`config.mk`:
```
export PLATFORM = sky130hd
export DESIGN_NAME = i_decode
export DESIGN_NICKNAME = d
export VERILOG_FILES = /design/src/rtl/i_decode.sv
export SDC_FILE = /design/constraint.sdc
export NUM_CORES = 1
export LEC_CHECK = 0
export ABC_CLOCK_PERIOD_IN_PS = 19000
export BUFFER_PORTS_ARGS = -buffer_cell sky130_fd_sc_hd__buf_2
export CAP_MARGIN = 5
export CORE_MARGIN = 3
export CORE_UTILIZATION = 39
export CTS_CLUSTER_DIAMETER = 30
export DETAILED_ROUTE_END_ITERATION = 8
export MAX_ROUTING_LAYER = met4
export PLACE_DENSITY = 0.6
export REMOVE_ABC_BUFFERS = 1
export SYNTH_ARGS = -nofsm -noshare
export SYNTH_HDL_FRONTEND = slang
export SYNTH_SLANG_ARGS = --single-unit
```
`constraint.sdc`:
```
create_clock -name clk -period 19 [get_ports clk]
set_clock_uncertainty 0.1 [all_clocks]
set_input_delay 2.85 -clock clk [delete_from_list [all_inputs] [get_ports clk]]
set_output_delay 2.85 -clock clk [all_outputs]
set_load 0.03 [all_outputs]
```
`src/rtl/i_decode.sv`:
```
// i_decode: decode stage with 16x32 register file, write-before-read bypass and local branch resolution
module i_decode #(
    parameter int NREGS = 16,
    parameter bit TRACE = 1'b0
) (
    input  logic                     clk,
    input  logic                     rst_async,
    input  logic [31:0]              instruction,
    input  logic                     cond_flag,
    input  logic                     wb_en,
    input  logic [$clog2(NREGS)-1:0] wb_reg,
    input  logic [31:0]              wb_value,
    output logic                     load_en,
    output logic                     load_offset,
    output logic [19:0]              load_address,
    output logic                     dec_valid,
    output logic [3:0]               dec_opcode,
    output logic [3:0]               dec_rd,
    output logic [31:0]              dec_a,
    output logic [31:0]              dec_b
);
    localparam int IW = $clog2(NREGS);
    localparam logic [3:0] OPC_ARITH  = 4'h0;
    localparam logic [3:0] OPC_AR_IM  = 4'h1;
    localparam logic [3:0] OPC_TEST   = 4'h2;
    localparam logic [3:0] OPC_TS_IM  = 4'h3;
    localparam logic [3:0] OPC_LOAD   = 4'h4;
    localparam logic [3:0] OPC_STORE  = 4'h5;
    localparam logic [3:0] OPC_JUMP   = 4'h6;
    localparam logic [3:0] OPC_BRANCH = 4'h7;
    localparam logic [3:0] OPC_BR_CND = 4'h8;
    localparam logic [3:0] OPC_NOOP   = 4'hf;

    typedef enum logic [1:0] {IDLE, RESOLVE, HOLD} state_t;

    state_t        state, state_nx;
    logic [1:0]    hold_cnt, hold_nx;
    logic [31:0]   rf [NREGS];
    logic [3:0]    opc;
    logic [IW-1:0] rs1, rs2;
    logic [31:0]   src_a, src_b;
    logic          is_exec, is_imm, is_ctrl, illegal, take;
    logic          pend_cnd, pend_off, last_off;
    logic [19:0]   pend_addr, last_addr;
    logic [31:0]   dec_count, br_count, ill_count;

    assign opc     = instruction[31:28];
    assign rs1     = instruction[20 +: IW];
    assign rs2     = instruction[16 +: IW];
    assign is_exec = opc inside {OPC_ARITH, OPC_AR_IM, OPC_TEST, OPC_TS_IM, OPC_LOAD, OPC_STORE};
    assign is_imm  = opc inside {OPC_AR_IM, OPC_TS_IM, OPC_LOAD, OPC_STORE};
    assign is_ctrl = opc inside {OPC_JUMP, OPC_BRANCH, OPC_BR_CND};
    assign illegal = !is_exec && !is_ctrl && opc != OPC_NOOP;

    // a same-cycle writeback to a source register is seen by the read; r0 is hardwired to zero
    assign src_a = rs1 == '0 ? 32'h0 : (wb_en && wb_reg == rs1) ? wb_value : rf[rs1];
    assign src_b = rs2 == '0 ? 32'h0 : (wb_en && wb_reg == rs2) ? wb_value : rf[rs2];

    // redirect is only driven while resolving; otherwise the last issued target is held
    assign load_en      = take;
    assign load_offset  = take ? pend_off : last_off;
    assign load_address = take ? pend_addr : last_addr;

    // register file write port; writes accepted in every FSM state
    always_ff @(posedge clk or posedge rst_async) begin
        if (rst_async) begin
            for (int i = 0; i < NREGS; i++) rf[i] <= '0;
        end else if (wb_en && wb_reg != '0) begin
            rf[wb_reg] <= wb_value;
        end
    end

    // branch window state register
    always_ff @(posedge clk or posedge rst_async) begin
        if (rst_async) begin
            state    <= IDLE;
            hold_cnt <= 2'd0;
        end else begin
            state    <= state_nx;
            hold_cnt <= hold_nx;
        end
    end

    // one RESOLVE cycle, then three HOLD cycles covering fetch's NOP window
    always_comb begin
        state_nx = state;
        hold_nx  = hold_cnt;
        take     = 1'b0;
        case (state)
            IDLE:    state_nx = is_ctrl ? RESOLVE : IDLE;
            RESOLVE: begin
                take     = !pend_cnd || cond_flag;
                state_nx = HOLD;
                hold_nx  = 2'd2;
            end
            HOLD: begin
                hold_nx  = hold_cnt - 2'd1;
                state_nx = hold_cnt == 2'd0 ? IDLE : HOLD;
            end
            default: state_nx = IDLE;
        endcase
    end

    // decoded bundle, pending branch capture and statistics counters
    always_ff @(posedge clk or posedge rst_async) begin
        if (rst_async) begin
            dec_valid  <= 1'b0;
            dec_opcode <= 4'hf;
            dec_rd     <= 4'h0;
            dec_a      <= 32'h0;
            dec_b      <= 32'h0;
            pend_cnd   <= 1'b0;
            pend_off   <= 1'b0;
            pend_addr  <= 20'h0;
            last_off   <= 1'b0;
            last_addr  <= 20'h0;
            dec_count  <= 32'h0;
            br_count   <= 32'h0;
            ill_count  <= 32'h0;
        end else begin
            dec_valid <= is_exec;
            if (is_exec) begin
                dec_opcode <= opc;
                dec_rd     <= instruction[27:24];
                dec_a      <= src_a;
                dec_b      <= is_imm ? {16'h0, instruction[15:0]} : src_b;
                dec_count  <= dec_count + 32'd1;
            end
            if (state == IDLE && is_ctrl) begin
                pend_cnd  <= opc == OPC_BR_CND;
                pend_off  <= opc != OPC_JUMP;
                pend_addr <= instruction[19:0];
            end
            if (take) begin
                last_off  <= pend_off;
                last_addr <= pend_addr;
                br_count  <= br_count + 32'd1;
            end
            if (illegal) ill_count <= ill_count + 32'd1;
        end
    end

`ifndef SYNTHESIS
    // simulation-only warnings and optional per-instruction trace
    always @(posedge clk) begin
        if (!rst_async) begin
            if (illegal) $display("i_decode warning: illegal opcode %h treated as NOP at %0t", opc, $time);
            if (is_ctrl && state != IDLE) $display("i_decode warning: control opcode %h ignored inside branch window at %0t", opc, $time);
            if (TRACE && opc != OPC_NOOP) $display("i_decode trace: %h at %0t", instruction, $time);
        end
    end

    final $display("i_decode: %0d decoded, %0d branches taken, %0d illegal", dec_count, br_count, ill_count);
`endif
endmodule

```
# Yosys cells after proc, flatten, opt, wreduce, memory -nomap -nowiden
# Index checks and enable logic that the tools add are counted.
[op_classes] n_addsub=1 magnitude_cmp=4 n_eq_ne=13 muxes=21 bitwise=3 n_reduce_logical=17
[ops] cell="512-bit bitwise mux" count=1
[ops] cell="32-bit two-way mux" count=10
[ops] cell="32-bit binary-select mux with 4-bit select" count=2
[ops] cell="32-bit demux with 4-bit select" count=1
[ops] cell="20-bit two-way mux" count=1
[ops] cell="4-bit by 3-bit equality test with 1-bit output (second input constant)" count=4
[ops] cell="5-bit greater-or-equal comparator (second input constant)" count=3
[ops] cell="4-bit inverter with 5-bit output" count=3
[ops] cell="4-bit logical NOT" count=3
[ops] cell="4-bit by 2-bit equality test with 1-bit output (second input constant)" count=2
[ops] cell="4-bit equality test" count=2
[ops] cell="4-bit nonzero test" count=2
[ops] cell="2-bit one-hot mux with 3 select lines" count=1
[ops] cell="6-bit nonzero test" count=1
[ops] cell="1-bit logical AND" count=5
[ops] cell="5-bit by 1-bit less-than comparator with 1-bit output (second input constant)" count=1
[ops] cell="4-bit by 1-bit equality test with 1-bit output (second input constant)" count=1
[ops] cell="4-bit equality test (second input constant)" count=1
[ops] cell="2-bit logical NOT" count=2
[ops] cell="4-bit by 3-bit inequality test with 1-bit output (second input constant)" count=1
[ops] cell="2-bit one-hot mux with 2 select lines" count=1
[ops] cell="1-bit two-way mux" count=3
[ops] cell="3-bit nonzero test" count=1
[ops] cell="2-bit by 1-bit equality test with 1-bit output (second input constant)" count=1
[ops] cell="6 further kinds" count=6
[totals] reg_bits=632 inputBits=72 out_inout_bits=95 elab_cells=87

# Depth between registers and ports, before layout
# Gate-level depths: netlist of the first run.
[logic_depth] word_depth=7 mapped_depth=9 mapped_depth_nobuf=6

# Worst setup path before layout of the first run
# OpenSTA, ideal clock, no wires.
[synth_path] kind="input to output" start="in cond_flag" end="out load_address[0]" arrival_time_ps=3912 required_time_ps=16050 setup_slack_ps=12138 path_stages=5 path_buffers=1 path_cell_list="o21ai_0 -> inv_1 -> clkbuf_1 -> nand2_1 -> nand2_1"
[synth_between] elab_chain_len=3
[synth_rtl] item="from (decl)" line="9" source="input logic cond_flag,"
[synth_rtl] item="1-bit logical OR" line="92" source="take = !pend_cnd || cond_flag;"
[synth_rtl] item="1-bit two-way mux" line="89" source="case (state)"
[synth_rtl] item="named net load_en" line="13" source="output logic load_en,"
[synth_rtl] item="20-bit two-way mux" line="62" source="assign load_address = take ? pend_addr : last_addr;"
[synth_rtl] item="to (decl)" line="15" source="output logic [19:0] load_address,"
# The timed path passes the listed nets, and every way through them passes these cells.

# Worst setup path after layout of the first run
[layout_path] start="in cond_flag" end="out load_address[17]"
[layout_between] elab_chain_len=3
[layout_rtl] item="1-bit logical OR" line="92"
[layout_rtl] item="1-bit two-way mux" line="89"
[layout_rtl] item="20-bit two-way mux" line="62"
# No other way between the ends.

==> metrics.yaml, run 1 <==
worstHoldPathType: "reg2reg"
cts_resized: 0
muxShareOfSynthArea: 0.350
ys_seq_elements: 632
synth_adder_area_share: 0.00155
hold_violations: 0
dr.pass1.iters: 5
power_uw: 5450
clockBufferDepth: 3
r2r_end: "pend_addr[14]"
place_ws_ps: 11920
drt-initial-drc-count: 1945
critPathRequiredTime_ps: 16050
gp_congestion: 0.818
setup_ws_ps: 11900
cts_htree_levels: 4
grt_remaining_overflow: 0
grt.total_usage: 0.238
tritoncts: "built"
insertion_delay_ps: 720
worstSetupPathType: "in2out"
wl_um: 99200
grt_start_max_net_pins: 171
dieArea_sq_mm: 0.0864
finalSetupViolations: 0
die_w_um: 294
synthArstFlopShare: 1.00
status: "finished clean"
path_max_fanout: 22
synth_xor_area_frac: 0.00217
clk_pin_slew_ps: 50
synth_compound_area_frac: 0.0681
cts_sinks: 632
cap_violations: 0
area_delta_synth_final_pct: 20.2
dp_hpwl_um: 57500
post-cts-setup-buffer-count: 0
grt_pass1_vias: 23478
r2r-start: "state[1]"
cp-end-kind: "primary output"
antenna_left: 0
synth_top_family_by_area: "multiplexers"
timing.hold.ws_ps: 292
yosys_warnings: 0
dpl-instance-area_sq_mm: 0.0337
antenna_found_initial: 8
ys_seq_area_frac: 0.489
synth-simple-area-share: 0.0467
slew_headroom: 0.236
finalCritPeriodShare: 0.374
cts_root_buffer: "clkbuf_16"
row_count: 104
startpoint_type: "primary input"
synthCells: 2425
drc: 0
pin_count: 167
vias_per_cell: 5.99
final-max-slew-violation-count: 0
tightestPinTransition_ps: 1150
syn-cell-area_sq_mm: 0.0323
fin_crit_ps: 7100
rsz0062_at_grt: "false"
final_area_sq_mm: 0.0389
postCtsHoldBufs: 0
portBuffers: 166
initial_core_util: 0.398
r2r_setup_slack_ps: 16970
avgSynthCellArea_sq_um: 13.3
fp.dieH_um: 294
core-area_sq_mm: 0.0813
synth.distinct_cells: 51
crit_start: "cond_flag"
grt_pass1_wl_um: 150000
clock.fmax_mhz: 141
endpoint: "load_address[17]"
layout.nets: 2601
vias: 22246
p_per_area_mw_per_mm2: 140
cp.arrival_ps: 4150
synth_flop_cell: "dfrtp_1"
wl_per_cell_um: 26.7
cts_buffers: 142
drive_above_1_share: 0.441
rr_worst_depth: 4
synth_edf_count: 0
p_leak_uw: 0.0169
ir_drop_mv: 0.0914
[Yosys cell counts, types with 4 or more instances]
| cell | number | area (sq um) |
|---|---|---|
| o21bai_1 | 16 | 120 |
| o21ai_1 | 8 | 40.0 |
| buf_8 | 4 | 60.1 |
| a221oi_1 | 31 | 272 |
| mux4_1 | 14 | 368 |
| and2_1 | 5 | 31.3 |
| dfstp_2 | 4 | 105 |
| mux2_2 | 467 | 5260 |
| o21ai_0 | 140 | 701 |
| nand3_1 | 36 | 180 |
| ha_1 | 4 | 50.1 |
| buf_2 | 81 | 405 |
| buf_1 | 9 | 33.8 |
| dfrtp_1 | 628 | 15700 |
| a21oi_1 | 31 | 155 |
| buf_6 | 8 | 90.1 |
| mux4_2 | 209 | 4710 |
| inv_1 | 25 | 93.8 |
| a31oi_1 | 35 | 219 |
| a22oi_1 | 16 | 120 |
| nand2_1 | 247 | 927 |
| o211ai_1 | 32 | 240 |
| nand2b_1 | 4 | 25.0 |
| a221o_1 | 16 | 160 |
| clkbuf_1 | 141 | 529 |
| mux2i_1 | 95 | 951 |
| xor2_1 | 6 | 52.6 |
| buf_4 | 11 | 82.6 |
| nor2_1 | 52 | 195 |
| o22ai_1 | 17 | 106 |
| nor2b_1 | 6 | 37.5 |
[report_power, final]
part,internal [uW],switching (uW)
registers,1660,227
clock network,1770,813
logic,500,476
[how the worst min path moves through the flow]
stage                       start       to  slack, ps  cells past startpoint
after floorplan           rf[499]  rf[499]        260                      0
after global placement    rf[500]  rf[500]        270                      0
after detailed placement  rf[510]  rf[510]        280                      0
after CTS                 rf[510]  rf[510]        290                      0
after global routing      rf[502]  rf[502]        300                      0
final                     rf[510]  rf[510]        290                      0
[cell type report]
type | count | area, sq um
diodes | 7 | 17.5
clock buffers | 181 | 3950
clock inverters | 83 | 1140
fillers | 7029 | 42500
inverters | 26 | 105
multi-input cells | 1510 | 15300
flip-flops and latches | 632 | 15800
well taps | 1060 | 1330
repair buffers | 213 | 1220
[worst max-delay path: stages]
cell	delay [ps]
buf_2	80
o21ai_1	50
buf_4	200
inv_1	490
nand2_1	160
nand2_1	120
buf_2	200
[cell usage in the layout, fill, tap and decap left out, drive strengths merged, types with 2 or more instances in the layout]
master	count
dfrtp	628
mux2	468
nand2	248
mux4	224
buf	212
clkbuf	182
o21ai	149
mux2i	95
nor2	52
inv	37
nand3	36
clkinv	36
a31oi	35
o211ai	32
a21oi	31
a221oi	31
bufinv	22
o22ai	17
a221o	16
a22oi	16
o21bai	16
clkinvlp	14
diode	7
xor2	6
nor2b	6
and2	5
ha	4
dfstp	4
nand2b	4
or3	3
nor3	3
nand3b	2
xnor2	2
or4	2
[cells by family (layout without fill, tap and decap cells)]
kind of cell / count (synthesis) / after routing
AOI/OAI and AO/OA: 348 / 348
xor gates and xnor gates: 8 / 8
adders and majority gates: 4 / 4
buffers and inverters: 283 / 503
DFF: 632 / 632
muxes: 787 / 787
other: 0 / 7
and+or+nand+nor: 363 / 363
[sequential cells by signal (all words and copies together) (netlist names)]
register / flops
pend_cnd: 1
last_off: 1
dec_valid: 1
dec_rd: 4
hold_cnt: 2
last_addr: 20
rf: 512
dec_opcode: 4
state: 2
pend_off: 1
dec_a: 32
dec_b: 32
pend_addr: 20
[routing by layer]
metal / vias up / track usage / part of all wire
met3: 229 / 0.0578 / 0.074
met5: - / - / 0
met2: 945 / 0.368 / 0.48
met4: 0 / 0.0895 / 0.032
met1: 11756 / 0.304 / 0.42
li1: 9316 / - / -
[metrics by stage]
step	std cells	TNS, ps	utilization
finish	3712	0	0.478
global route	3712	0	0.478
CTS	3705	0	0.478
detailed placement	3441	0	0.415
global placement	3441	0	0.415
floorplan	2168	-1033410	-
Power figures use the tool's default switching activity.
==> run 2: changes to the inputs <==
--- a/config.mk
+++ b/config.mk
@@ -5,7 +5,7 @@
 export SDC_FILE = /design/constraint.sdc
 export NUM_CORES = 1
 export LEC_CHECK = 0
-export ABC_CLOCK_PERIOD_IN_PS = 19000
+export ABC_CLOCK_PERIOD_IN_PS = 6050
 export BUFFER_PORTS_ARGS = -buffer_cell sky130_fd_sc_hd__buf_2
 export CAP_MARGIN = 5
 export CORE_MARGIN = 3
==> constraint.sdc (replaced) <==
create_clock -name clk -period 6.05 [get_ports clk]
set_clock_uncertainty 0.1 [all_clocks]
set_input_delay 0.9075 -clock clk [delete_from_list [all_inputs] [get_ports clk]]
set_output_delay 0.9075 -clock clk [all_outputs]
set_load 0.03 [all_outputs]
==> run 2 against run 1 <==
Net effect:
- register-to-register slack lost 13000 ps
- sequential share of layout area grew 0.16 points
- global-route usage grew 0.33 points
- worst hold slack lost 2.2 ps
- sequential power grew to 3.1 times the previous value
- critical endpoint is now load_offset
- largest power group unchanged
- highest routed layer unchanged
==> metrics.yaml, run 2 (synthesis results as in run 1) <==
status: "finished clean"
finalSetupViolations: 0
pwr-share-seq: 0.353
grt_start_max_net_pins: 164
path_cells: "inv_1 > ha_1 > o21ai_1 > inv_1 > nand2_1 > nand2_1 > buf_2"
grt.total_usage: 0.241
clkPwrFrac: 0.464
final_area_sq_mm: 0.0387
layout_commonest_cell: "dfrtp_1"
top_regs: "rf (512), dec_a (32), dec_b (32)"
swShare: 0.278
post-cts-setup-buffer-count: 0
cp.arrival_ps: 2400
dp_hpwl_um: 58300
p_per_area_mw_per_mm2: 435
path_max_fanout: 22
cts_resized: 0
dr.pass1.iters: 8
cap_violations: 0
cp_slowest_cell: "inv_1"
timing.hold.ws_ps: 290
fin_crit_ps: 3400
critPathRequiredTime_ps: 5040
multiInputGateArea_sq_mm: 0.0153
worstHoldPathType: "reg2reg"
fin_cells: 3695
cp-end-kind: "primary output"
clk_pin_slew_ps: 50
core-area_sq_mm: 0.0813
hold_violations: 0
antenna_found_initial: 2
grt_pass1_wl_um: 152000
cts_htree_levels: 4
rr_worst_depth: 4
rsz0062_at_grt: "false"
portBuffers: 166
vias_per_cell: 6.05
dieArea_sq_mm: 0.0864
antenna_left: 0
grt_remaining_overflow: 0
tightestPinTransition_ps: 1360
cts_sinks: 632
layout.nets: 2594
slew_headroom: 0.0937
die_w_um: 294
dpl-instance-area_sq_mm: 0.0338
wl_per_cell_um: 27.1
slowest_delay_ps: 510
area_delta_synth_final_pct: 19.7
final-max-slew-violation-count: 0
largest_register: "rf"
holdPathStages: 0
row_count: 104
fillers: 7032
dp_cells: 3438
drive_above_1_share: 0.437
cts_buffers: 138
grt_pass1_vias: 23625
clock.fmax_mhz: 294
net-switching-power_uw: 4690
initial_core_util: 0.398
finalCritPeriodShare: 0.562
p_leak_uw: 0.0168
gp_congestion: 0.830
fp.dieH_um: 294
worstSetupPathType: "reg2out"
ir_drop_mv: 0.267
p_int_uw: 12100
postCtsHoldBufs: 0
seqCellArea_sq_mm: 0.0158
drc: 0
tritoncts: "built"
drt-initial-drc-count: 2010
layout_common_cells: "628 x dfrtp_1, 467 x mux2_2, 247 x nand2_1, 209 x mux4_2, 161 x buf_2"
insertion_delay_ps: 700
cts_root_buffer: "clkbuf_16"
clockBufferDepth: 3
startpoint_type: "flop"
vias: 22341
combPwrFrac: 0.183
largest_reg_flops: 512
wl_um: 100000
pin_count: 167
==> run 2: changes by cell type in the layout (fill, tap and decap cells not counted), moves of 2 or more <==
cell,previous run,this run
buf_12,1,7
buf_4,49,40
bufinv_16,22,19
clkbuf_1,17,21
clkbuf_16,145,138
clkbuf_8,20,29
clkinv_2,26,20
clkinv_4,6,3
clkinv_8,4,7
clkinvlp_4,14,9
diode_2,7,3
inv_6,8,6
==> run 2: per-layer routing <==
| layer | up-vias | GRT usage | routed length [um] |
|---|---|---|---|
| li1 | 9294 | - | - |
| met1 | 11750 | 0.321 | 42100 |
| met2 | 1083 | 0.355 | 45800 |
| met3 | 214 | 0.0733 | 9890 |
| met4 | 0 | 0.0762 | 2430 |
| met5 | - | - | 0 |
==> run 2: final cells by class <==
cell class | count | share of cell area
timing repair buffer | 210 | 0.0329
multi-input combinational | 1510 | 0.394
clock buffer | 187 | 0.101
antenna | 3 | 0.000194
inverter | 26 | 0.00272
sequential | 632 | 0.409
clock inverter | 67 | 0.0254
tap | 1060 | 0.0343
==> run 2: path summary, 6_finish.rpt <==
check | from | end | slack [ps]
worst min register to register | rf[504] | rf[504] | 290
min in group asynchronous | rst_async | last_addr[3] | 300
worst max register to register | state[1] | pend_addr[5] | 4060
worst max-delay path | state[1] | load_offset | 2650
worst min-delay path | rf[504] | rf[504] | 290
max in group asynchronous | rst_async | rf[471] | 4030
==> run 2: power by group through the flow <==
stage / logic, uW / registers (uW) / clock network [uW]
4_1_cts: 3100 / 5920 / 7930
3_3_place_gp: 3000 / 5910 / 0
6_report: 3080 / 5940 / 7810
5_1_grt: 3330 / 6050 / 8150
3_5_place_dp: 3080 / 5980 / 0
2_1_floorplan: 2090 / 5890 / 0
==> run 2: per-stage QoR <==
step	util	worst slack, ps	setup TNS [ps]	total power [uW]
floorplan	-	-12650	-7976050	7980
global placement	0.416	2210	0	8910
detailed placement	0.416	2250	0	9050
CTS	0.476	2610	0	16900
global route	0.476	2480	0	17500
finish	0.476	2650	0	16800
==> run 2: critical path: cells and delay by family, from the launching register on <==
family          cells  cell delay [ps]
fa+ha+maj           1              140
flops               1              400
compound gates      1               80
buf+inv             3              800
simple gates        2              280
